==> config.mk <==
export PLATFORM = sky130hd
export DESIGN_NAME = xmodem_send_arbiter
export DESIGN_NICKNAME = d
export VERILOG_FILES = /design/src/rtl/xmodem_send_arbiter.sv
export SDC_FILE = /design/constraint.sdc
export NUM_CORES = 1
export LEC_CHECK = 0
export ABC_AREA = 0
export CAP_MARGIN = 5
export CORE_MARGIN = 2
export CORE_UTILIZATION = 35
export DETAILED_ROUTE_END_ITERATION = 12
export GPL_TIMING_DRIVEN = 0
export MAX_ROUTING_LAYER = met4
export PLACE_DENSITY = 0.65
export SYNTH_ARGS = -nofsm -noshare
export SYNTH_HDL_FRONTEND = slang
export SYNTH_SLANG_ARGS = --single-unit
==> constraint.sdc <==
create_clock -name i_clk -period 3.2 [get_ports i_clk]
set_clock_uncertainty 0.1 [all_clocks]
set_input_delay 0.64 -clock i_clk [delete_from_list [all_inputs] [get_ports i_clk]]
set_output_delay 0.64 -clock i_clk [all_outputs]
set_load 0.02 [all_outputs]
==> src/rtl/xmodem_send_arbiter.sv <==
// Round-robin arbiter that shares one xmodem sender among NREQ requesters,
// relaunching on timeout and reporting ok/fail to the owning requester.
module xmodem_send_arbiter #(
  parameter int NREQ      = 4,
  parameter int ADDR_W    = 16,
  parameter int TIMEOUT   = 1 << 20,
  parameter int MAX_RETRY = 3
) (
  input  logic                   i_clk,
  input  logic                   i_rst,
  input  logic [NREQ-1:0]        i_req,
  input  logic [5*NREQ-1:0]      i_req_len,
  input  logic [ADDR_W*NREQ-1:0] i_req_base,
  output logic [NREQ-1:0]        o_grant,
  output logic [NREQ-1:0]        o_rsp_ok,
  output logic [NREQ-1:0]        o_rsp_fail,
  output logic                   o_send_data,
  output logic [4:0]             o_data_length,
  input  logic [31:0]            i_data_addr,
  input  logic [6:0]             i_byte_addr,
  output logic [7:0]             o_data,
  input  logic                   i_done,
  output logic [ADDR_W-1:0]      o_mem_addr,
  input  logic [7:0]             i_mem_rdata
);

  localparam int IW = (NREQ > 1) ? $clog2(NREQ) : 1;
  localparam int TW = $clog2(TIMEOUT + 1);
  localparam int RW = $clog2(MAX_RETRY + 2);

  typedef enum logic [1:0] {
    S_IDLE,
    S_LAUNCH,
    S_WAIT,
    S_RESP
  } state_t;

  state_t            r_state;
  logic [NREQ-1:0]   r_grant;
  logic [NREQ-1:0]   r_ok;
  logic [NREQ-1:0]   r_fail;
  logic              r_send;
  logic [4:0]        r_dlen;
  logic [IW-1:0]     r_idx;
  logic [4:0]        r_len;
  logic [ADDR_W-1:0] r_base;
  logic [RW-1:0]     r_retry;
  logic [TW-1:0]     r_timer;
  logic [IW-1:0]     r_rr;

  logic              w_any;
  logic [IW-1:0]     w_pick;
  logic [IW-1:0]     w_cand;
  logic [4:0]        w_len;
  logic [ADDR_W-1:0] w_base;
  logic [NREQ-1:0]   w_onehot;
  logic [38:0]       w_offset;
  logic              w_unused_addr_bits;

  // Scan from the requester after the last owner; the nearest set bit wins.
  always_comb begin
    w_any  = 1'b0;
    w_pick = '0;
    w_cand = '0;
    for (int k = NREQ; k >= 1; k--) begin
      w_cand = IW'((int'(r_rr) + k) % NREQ);
      if (i_req[w_cand]) begin
        w_any  = 1'b1;
        w_pick = w_cand;
      end
    end
  end

  assign w_len    = i_req_len[5*int'(w_pick) +: 5];
  assign w_base   = i_req_base[ADDR_W*int'(w_pick) +: ADDR_W];
  assign w_onehot = {{(NREQ-1){1'b0}}, 1'b1} << w_pick;

  // Block index and byte index form one linear offset; the sum wraps at the buffer size.
  assign w_offset           = {i_data_addr, i_byte_addr};
  assign w_unused_addr_bits = ^w_offset[38:ADDR_W];
  assign o_mem_addr         = r_base + w_offset[ADDR_W-1:0];
  assign o_data             = i_mem_rdata;

  always_ff @(posedge i_clk) begin
    if (i_rst) begin
      r_state <= S_IDLE;
      r_grant <= '0;
      r_ok    <= '0;
      r_fail  <= '0;
      r_send  <= 1'b0;
      r_dlen  <= '0;
      r_idx   <= '0;
      r_len   <= '0;
      r_base  <= '0;
      r_retry <= '0;
      r_timer <= '0;
      r_rr    <= IW'(NREQ - 1);
    end else begin
      r_send <= 1'b0;
      r_ok   <= '0;
      r_fail <= '0;
      case (r_state)
        S_IDLE: begin
          if (w_any) begin
            r_idx   <= w_pick;
            r_len   <= w_len;
            r_base  <= w_base;
            r_retry <= '0;
            r_grant <= w_onehot;
            if (w_len == 5'd0) begin
              r_fail  <= w_onehot;
              r_state <= S_RESP;
            end else begin
              r_state <= S_LAUNCH;
            end
          end
        end
        S_LAUNCH: begin
          r_send  <= 1'b1;
          r_dlen  <= r_len;
          r_timer <= '0;
          r_state <= S_WAIT;
        end
        S_WAIT: begin
          r_timer <= r_timer + 1'b1;
          // Completion takes precedence over a timeout landing in the same cycle.
          if (i_done) begin
            r_ok    <= r_grant;
            r_state <= S_RESP;
          end else if (r_timer == TW'(TIMEOUT - 1)) begin
            if (r_retry < RW'(MAX_RETRY)) begin
              r_retry <= r_retry + 1'b1;
              r_state <= S_LAUNCH;
            end else begin
              r_fail  <= r_grant;
              r_state <= S_RESP;
            end
          end
        end
        S_RESP: begin
          r_rr    <= r_idx;
          r_grant <= '0;
          r_state <= S_IDLE;
        end
        default: r_state <= S_IDLE;
      endcase
    end
  end

  assign o_grant       = r_grant;
  assign o_rsp_ok      = r_ok;
  assign o_rsp_fail    = r_fail;
  assign o_send_data   = r_send;
  assign o_data_length = r_dlen;

endmodule

== Word-level counts from Yosys, hierarchy flattened ==
Cells that the tools add are included.
Word-level totals
  register bits after elaboration: 69
  latch bits: 0
  bits in writable memories: 0
  memory bits (read-only): 0
  output and inout port bits: 42
  memories kept: 0
Operators by class
  add/subtract/negate cells: 7
  multiply operators: 1
  div/mod/pow operators: 0
  order comparisons: 5
  eq/ne operators: 9
  shift-type cells: 3
  muxes and demuxes: 37
  bitwise logic cells: 2
  reductions and logical operators: 10
Operators with widths (count)
  variable part select 64 x 7 -> 16 bit: 1
  one-hot mux 21 bit (2 select lines): 1
  two-way mux 4 bit: 6
  adder 21 x 1 -> 21 bit (second input constant): 1
  == test 21 x 20 -> 1 bit (second input constant): 1
  variable part select 20 x 6 -> 5 bit: 1
  two-way mux 2 bit: 9
  adder 16 bit: 1
  one-hot mux 4 bit (2 select lines): 2
  less-than comparator 2 x 3 -> 1 bit (second input constant): 4
  two-way mux 3 bit: 4
  two-way mux 1 bit: 9
  binary-select mux 1 bit (select 2 bit): 4
  != test 2 bit (second input constant): 4
  one-hot mux 2 bit (4 select lines): 1
  one-hot mux 3 bit (2 select lines): 1
  AND reduction 2 bit: 3
  nonzero test 2 bit: 3
  logical NOT 5 bit: 1
  multiplier 3 x 2 -> 5 bit (first input constant): 1
  AND reduction 5 bit: 1
  adder 2 x 1 -> 2 bit (second input constant): 2
  adder 2 bit (second input constant): 2
  == test 2 bit (second input constant): 2
  8 further kinds: 9

== Depth between registers and ports, before layout ==
Gate-level depths: netlist of run 1.
  depth in word-level cells: 13
  mapped depth: 10
  depth with buffers taken out: 10

== Worst setup path before layout of run 1 ==
OpenSTA, ideal clock, no wires.
  path type: input -> output
  start point: input i_byte_addr[0]
  end point: output o_mem_addr[8]
  arrival: 2421 ps
  required time: 2460 ps
  setup slack: 39 ps
  stages: 10
  path through: ha_1 inv_1 fa_1 nor2b_1 o21ai_0 a21boi_0 o21ai_0 nor2b_1 o21bai_1 xor2_1
On the way
  word-level cells in the longest chain between the ends: 1
RTL lines
  start: declaration: RTL line 20  | input logic [6:0] i_byte_addr,
  adder 16 bit: RTL line 81  | assign o_mem_addr = r_base + w_offset[ADDR_W-1:0];
  end: declaration: RTL line 23  | output logic [ADDR_W-1:0] o_mem_addr,
Every way passes these cells.

== Worst setup path in the final report of run 1 ==
  start point: register r_base[0]
  end point: output o_mem_addr[8]
On the way
  word-level cells in the longest chain between the ends: 1
RTL lines
  start: declaration: RTL line 46  | logic [ADDR_W-1:0] r_base;
  start signal: assignment: RTL line 107  | r_base <= w_base;
  adder 16 bit: RTL line 81
Every way passes these cells.

==> impl_metrics.yaml, run 1 <==
synthesis:
  synthXorXnorAreaFrac_pct: 6.17
  synth.distinct_cells: 58
  synthArstFlopShare_pct: 0
  synth-simple-area-share_pct: 28.5
  synth_compound_area_share_pct: 17.4
  ys_seq_area_share_pct: 32.4
  synth_fp_nets: 721
  synthMuxAreaShare_pct: 2.64
  ys_ff_latch: 69
  synth_edf_count: 0
  synth_area_um2: 4260
  synthCells: 561
  synth_warnings: 0
  synth_top_family_by_area: "simple AND/OR/NAND/NOR gates"
  yosys.area_share.adder_pct: 6.64
  synth_top_flop_cell: "dfxtp_1"
  avgSynthCellArea_um2: 7.59
route:
  drtIter0Drc: 172
  vias: 4616
  routed_via_density: 5.25
  drt-pass1-iter-count: 4
  antenna_left: 0
  drc: 0
  wire_per_inst_um: 16.8
  drt_wl_total_um: 14800
worst_setup_path:
  rrSetupSlack_ps: 690
  cp_top_family: "compound AO/OA/AOI/OAI gates"
  r2r-start: "r_rr[1]"
  r2r-end: "o_rsp_fail[2]"
  worst_path_max_delay_cell: "dfxtp_4"
  r2r_cells: 8
  crit_arrival_ps: 2430
  critPathKind: "register to output pin"
  cp-start-kind: "register"
  end_kind: "output pin"
  max_stage_delay_ps: 370
  crit_buf_inv: 2
  worstPathCellList: "ha_4 -> inv_2 -> fa_2 -> nor2b_2 -> o21ai_2 -> a21boi_2 -> o21ai_4 -> nor2b_4 -> o21bai_1 -> xor2_1 -> buf_4"
  crit_required_ps: 2460
  path_max_fanout: 3
sta:
  rsz0062_at_grt: "yes"
  period_needed_ps: 3170
  post-route-period-util_pct: 99.2
  worst_pin_slew_ps: 928
  maxSlewViolCount: 0
  setup_viol: 0
  hold_violations: 0
  fin_hold_ws_ps: 362
  fin_ws_ps: 26.5
  slew_headroom_pct: 37.5
  fmax_mhz: 315
power:
  ir_drop_v: 0.000400
  p_leak_uw: 0.00263
  combinationalPowerShare_pct: 56.7
  netSwitchingPower_uw: 2220
  internal_power_uw: 2870
  p_per_area_nw_per_um2: 782
  clkPwrFrac_pct: 19.6
  power_uw: 5090
  swShare_pct: 43.6
  p_seq_share_pct: 23.7
floorplanning:
  dieArea_um2: 13100
  core_area_um2: 12000
  rows: 40
  die_y_um: 114
  start_util_pct: 35.6
  chipWidth_um: 114
  ios: 180
hold_path:
  min_path_cells: 2
  min-delay-start: "r_base[12]"
  min_path_type: "register to register"
  whs_endpoint: "r_base[12]"
status:
  status: "complete, no violations"
clocking:
  cts_tree: "done"
  cts_max_level: 3
  cts_sinks: 69
  cts_root_buf: "clkbuf_16"
  cts_hold_buffers: 0
  cts_buffers: 9
  clk_pin_slew_ps: 70
  clk_latency_ps: 330
  clk_path_buf_depth: 2
global_route:
  grt_max_degree: 17
  grt_pass1_vias: 4584
  antenna_found_initial: 0
  grtUsageTotal_pct: 22.7
  grt_pass1_wl_um: 22800
  gr-total-overflow: 0
layout:
  multi_input_comb_area_um2: 2850
  final_nets: 888
  area_growth_pct: 52.7
  drive_gt1_share_pct: 13.5
  fin_util_pct: 54.4
  seqCellArea_um2: 1390
  num_antenna_cells: 0
  final.fill_count: 1143
place:
  dpl_worst_slack_ps: -1110
  hpwlAfterDp_um: 11200
  portBuffers: 148
  routabilityCongestion: 0.837
job:
  cap_violations: 0
-- stage by stage --
stage	cell area, µm²	setup TNS [ps]	std cells
after floorplan	4260	0	561
after global placement	5930	-13220	856
after detailed placement	5930	-15130	856
after CTS	6410	-22.8	876
after global routing	6500	-193	880
final	6500	0	880
-- logic make-up (layout without fill, tap and decap cells) --
family	count (synthesis)	count (layout)
AO/OA/AOI/OAI	112	112
XOR/XNOR	30	30
multiplexers	10	10
adder cells (fa/ha/maj)	22	22
flip-flops	69	69
buffers and inverters	55	227
AND/OR/NAND/NOR	263	263
-- cell usage in the layout, fill, tap and decap left out, drive strengths merged, types with 4 or more instances in the layout --
master,instances
o21a,7
a21boi,4
xor2,13
nand4,8
dlygate4sd2,8
nor3,6
ha,21
xnor2,17
clkbuf,31
nor2b,5
o21ai,16
a21oi,40
inv,25
a221oi,7
a211oi,9
dlymetal6s2s,4
a21o,6
nand2,107
nand2b,6
o22ai,4
clkdlybuf4s50,124
buf,32
mux2i,9
nor2,55
nand3,50
dfxtp,69
or3,4
and2,8
-- tightest hold or removal path, delay by kind of cell (launching register included) --
kind / cells / cell delay, ps
DFF: 1 / 310
AOI/OAI and AO/OA: 1 / 50
and+or+nand+nor: 1 / 50
-- power by group through the flow --
stage / sequential, µW / clock [µW] / combinational [µW]
floorplan: 1180 / 0 / 1680
global placement: 1180 / 0 / 2620
detailed placement: 1190 / 0 / 2670
CTS: 1190 / 1020 / 2790
global route: 1230 / 1060 / 3130
finish: 1200 / 999 / 2890
-- flip-flops by register name, indices dropped and copies added (netlist names), 3 cells and up --
signal,count
o_data_length,5
o_grant,4
o_rsp_fail,4
o_rsp_ok,4
r_base,16
r_len,5
r_retry,3
r_timer,21
-- Yosys cell counts (all sizes together) (13+ instances only) --
| cell | number | area [µm²] |
|---|---|---|
| dfxtp | 69 | 1380 |
| a21oi | 40 | 200 |
| nor2 | 55 | 206 |
| o21ai | 16 | 80.1 |
| nand3 | 50 | 255 |
| xnor2 | 17 | 149 |
| xor2 | 13 | 114 |
| inv | 19 | 71.3 |
| nand2 | 107 | 402 |
| clkbuf | 21 | 88.8 |
| buf | 15 | 106 |
| ha | 21 | 263 |
-- what timing repair did --
action | 4_1_cts | 5_1_grt
setup buffers | 4 | 5
gates resized for setup | 92 | 18
endpoints found under the setup margin | 22 | 28
pin swaps | 15 | 20
-- area by class of cell --
type,count,share of cell area [%]
buffer,35,2.98
sequential,69,21.3
clock inverter,7,1.14
timing repair buffer,157,23.3
clock buffer,9,3.46
multi-input combinational,437,43.9
tap,147,2.83
inverter,19,1.10
-- worst max-delay path by stage --
| stage | startpoint | to | slack [ps] | cells past startpoint |
|---|---|---|---|---|
| final | r_base[0] | o_mem_addr[8] | 30 | 11 |
| after global routing | r_base[0] | o_mem_addr[8] | -80 | 11 |
| after CTS | i_data_addr[1] | o_mem_addr[12] | -20 | 8 |
| after detailed placement | i_byte_addr[0] | o_mem_addr[8] | -1110 | 12 |
| after global placement | i_byte_addr[0] | o_mem_addr[12] | -1080 | 12 |
| after floorplan | i_byte_addr[0] | o_mem_addr[8] | 40 | 10 |
-- per-layer routing --
metal / up-vias / wire length [µm] / GRT usage [%]
met5: - / 0 / -
met4: 0 / 248 / 6.59
met3: 19 / 945 / 4.24
met2: 162 / 7170 / 39.0
met1: 2158 / 6460 / 27.0
li1: 2277 / - / -
Power figures use the tool's default switching activity.
==> run 2: changes to the inputs <==
--- a/config.mk
+++ b/config.mk
@@ -13,6 +13,7 @@
 export GPL_TIMING_DRIVEN = 0
 export MAX_ROUTING_LAYER = met4
 export PLACE_DENSITY = 0.65
+export SKIP_LAST_GASP = 1
 export SYNTH_ARGS = -nofsm -noshare
 export SYNTH_HDL_FRONTEND = slang
 export SYNTH_SLANG_ARGS = --single-unit
==> run 2 against run 1 <==
Die area stayed put. Wire length shrank 0.17%. Power is 0.11% lower. Clock power about the same. Worst hold slack about the same. Combinational power hardly changed. Critical path type is now input port to output pin. Largest power group unchanged.
==> impl_metrics.yaml, run 2 (synthesis results as in run 1) <==
status:
  status: "complete, no violations"
layout:
  multi_input_comb_area_um2: 2850
  area_growth_pct: 52.5
  drive_gt1_share_pct: 13.4
  final_nets: 887
  reg_top3: "r_timer x21, r_base x16"
  largest_register: "r_timer"
  layout_commonest_cell: "clkdlybuf4s50_1"
  final_cell_mix: "clkdlybuf4s50_1 (124), nand2_1 (107), dfxtp_1 (68), nor2_1 (54), nand3_1 (48)"
  num_antenna_cells: 0
  seqCellArea_um2: 1390
  largest_reg_flops: 21
  final.fill_count: 1146
sta:
  post-route-period-util_pct: 98.9
  setup_viol: 0
  worst_pin_slew_ps: 933
  period_needed_ps: 3170
  fmax_mhz: 316
  rsz0062_at_grt: "yes"
  slew_headroom_pct: 37.2
  fin_ws_ps: 34.2
  maxSlewViolCount: 0
  hold_violations: 0
floorplanning:
  core_area_um2: 12000
  rows: 40
  start_util_pct: 35.6
  ios: 180
  dieArea_um2: 13100
  chipWidth_um: 114
  die_y_um: 114
worst_setup_path:
  cp-startpoint: "i_byte_addr[0]"
  critPathKind: "input port to output pin"
  r2r-start: "r_rr[1]"
  r2r_cells: 9
  worstPathCellList: "buf_6 -> ha_4 -> inv_2 -> fa_2 -> nor2b_2 -> o21ai_2 -> a21boi_2 -> o21ai_4 -> nor2b_4 -> o21bai_1 -> xor2_1 -> buf_4"
  worst_path_max_delay_cell: "fa_2"
  crit_required_ps: 2460
  max_stage_delay_ps: 340
  cp-start-kind: "input port"
  r2r-end: "r_base[5]"
  cp_top_family: "compound AO/OA/AOI/OAI gates"
  crit_arrival_ps: 2430
  end_kind: "output pin"
  rrSetupSlack_ps: 690
  path_max_fanout: 3
  crit_buf_inv: 3
hold_path:
  min-delay-start: "r_base[12]"
  min_path_type: "register to register"
  whs_endpoint: "r_base[12]"
  min_path_cells: 2
route:
  drtIter0Drc: 168
  drc: 0
  wire_per_inst_um: 16.8
  vias: 4644
  antenna_left: 0
  routed_via_density: 5.28
  drt-pass1-iter-count: 5
  drt_wl_total_um: 14800
clocking:
  cts_sinks: 69
  cts_max_level: 3
  cts_buffers: 9
  cts_root_buf: "clkbuf_16"
  clk_latency_ps: 330
  clk_pin_slew_ps: 70
  clk_path_buf_depth: 2
  cts_tree: "done"
place:
  hpwlAfterDp_um: 11200
  portBuffers: 148
  routabilityCongestion: 0.837
  dpl_worst_slack_ps: -1110
global_route:
  grt_pass1_vias: 4581
  gr-total-overflow: 0
  antenna_found_initial: 0
  grt_pass1_wl_um: 22800
  grt_max_degree: 17
  grtUsageTotal_pct: 22.7
power:
  ir_drop_v: 0.000402
  p_per_area_nw_per_um2: 782
  power_uw: 5080
  p_leak_uw: 0.00263
job:
  cap_violations: 0
## run 2: power breakdown
part           internal, µW  switching (µW)  leakage [µW]
Combinational          1270            1620       0.00191
Clock                   556             440      0.000150
Sequential             1040             163      0.000563
Total                  2870            2220       0.00263
## run 2: metrics by stage
step	area (µm²)	hold WS [ps]	utilization, %	TNS, ps	instances
after floorplan	4260	336	-	0	561
after CTS	6390	364	53.5	-55.6	876
after global routing	6500	383	54.3	-198	879
after global placement	5930	351	49.5	-13220	856
final	6500	361	54.3	0	879
after detailed placement	5930	355	49.5	-15130	856
## run 2: per-layer routing
layer	vias to the layer above	track usage, %	share of wire (%)
li1	2276	-	-
met1	2188	27.1	44
met2	159	39.1	48
met3	21	4.08	5.7
met4	0	6.42	1.8
met5	-	-	0
## run 2: how the worst max path moves through the flow
stage               cells past startpoint  slack (ps)        endpoint
floorplan                              10          40   o_mem_addr[8]
global placement                       12       -1080  o_mem_addr[12]
detailed placement                     12       -1110   o_mem_addr[8]
CTS                                     9         -30  o_mem_addr[12]
global route                           11         -90   o_mem_addr[8]
finish                                 12          30   o_mem_addr[8]
## run 2: cell type report
cell class                      count  area share, %
Clock inverter                      7           1.14
Tap cell                          147           2.83
Multi-Input combinational cell    437           43.9
Timing Repair Buffer              156           23.2
Clock buffer                        9           3.47
Inverter                           19           1.10
Sequential cell                    69           21.3
Buffer                             35           2.99
## run 2: what timing repair did
item,CTS,global route
gates cloned,0,0
hold buffers,0,0
buffers inserted,4,4
gates resized for setup,88,22
pin swaps,15,22
setup endpoints to repair,22,29
## run 2: worst register-to-register path, cell delays in order (launching register included)
cell and delay (ps):
dfxtp_1 420, inv_1 130, o32ai_1 450, a311o_1 190
buf_4 190, clkbuf_1 460, nand2_1 130, nand3_1 100
nand3_1 110, a21oi_1 170
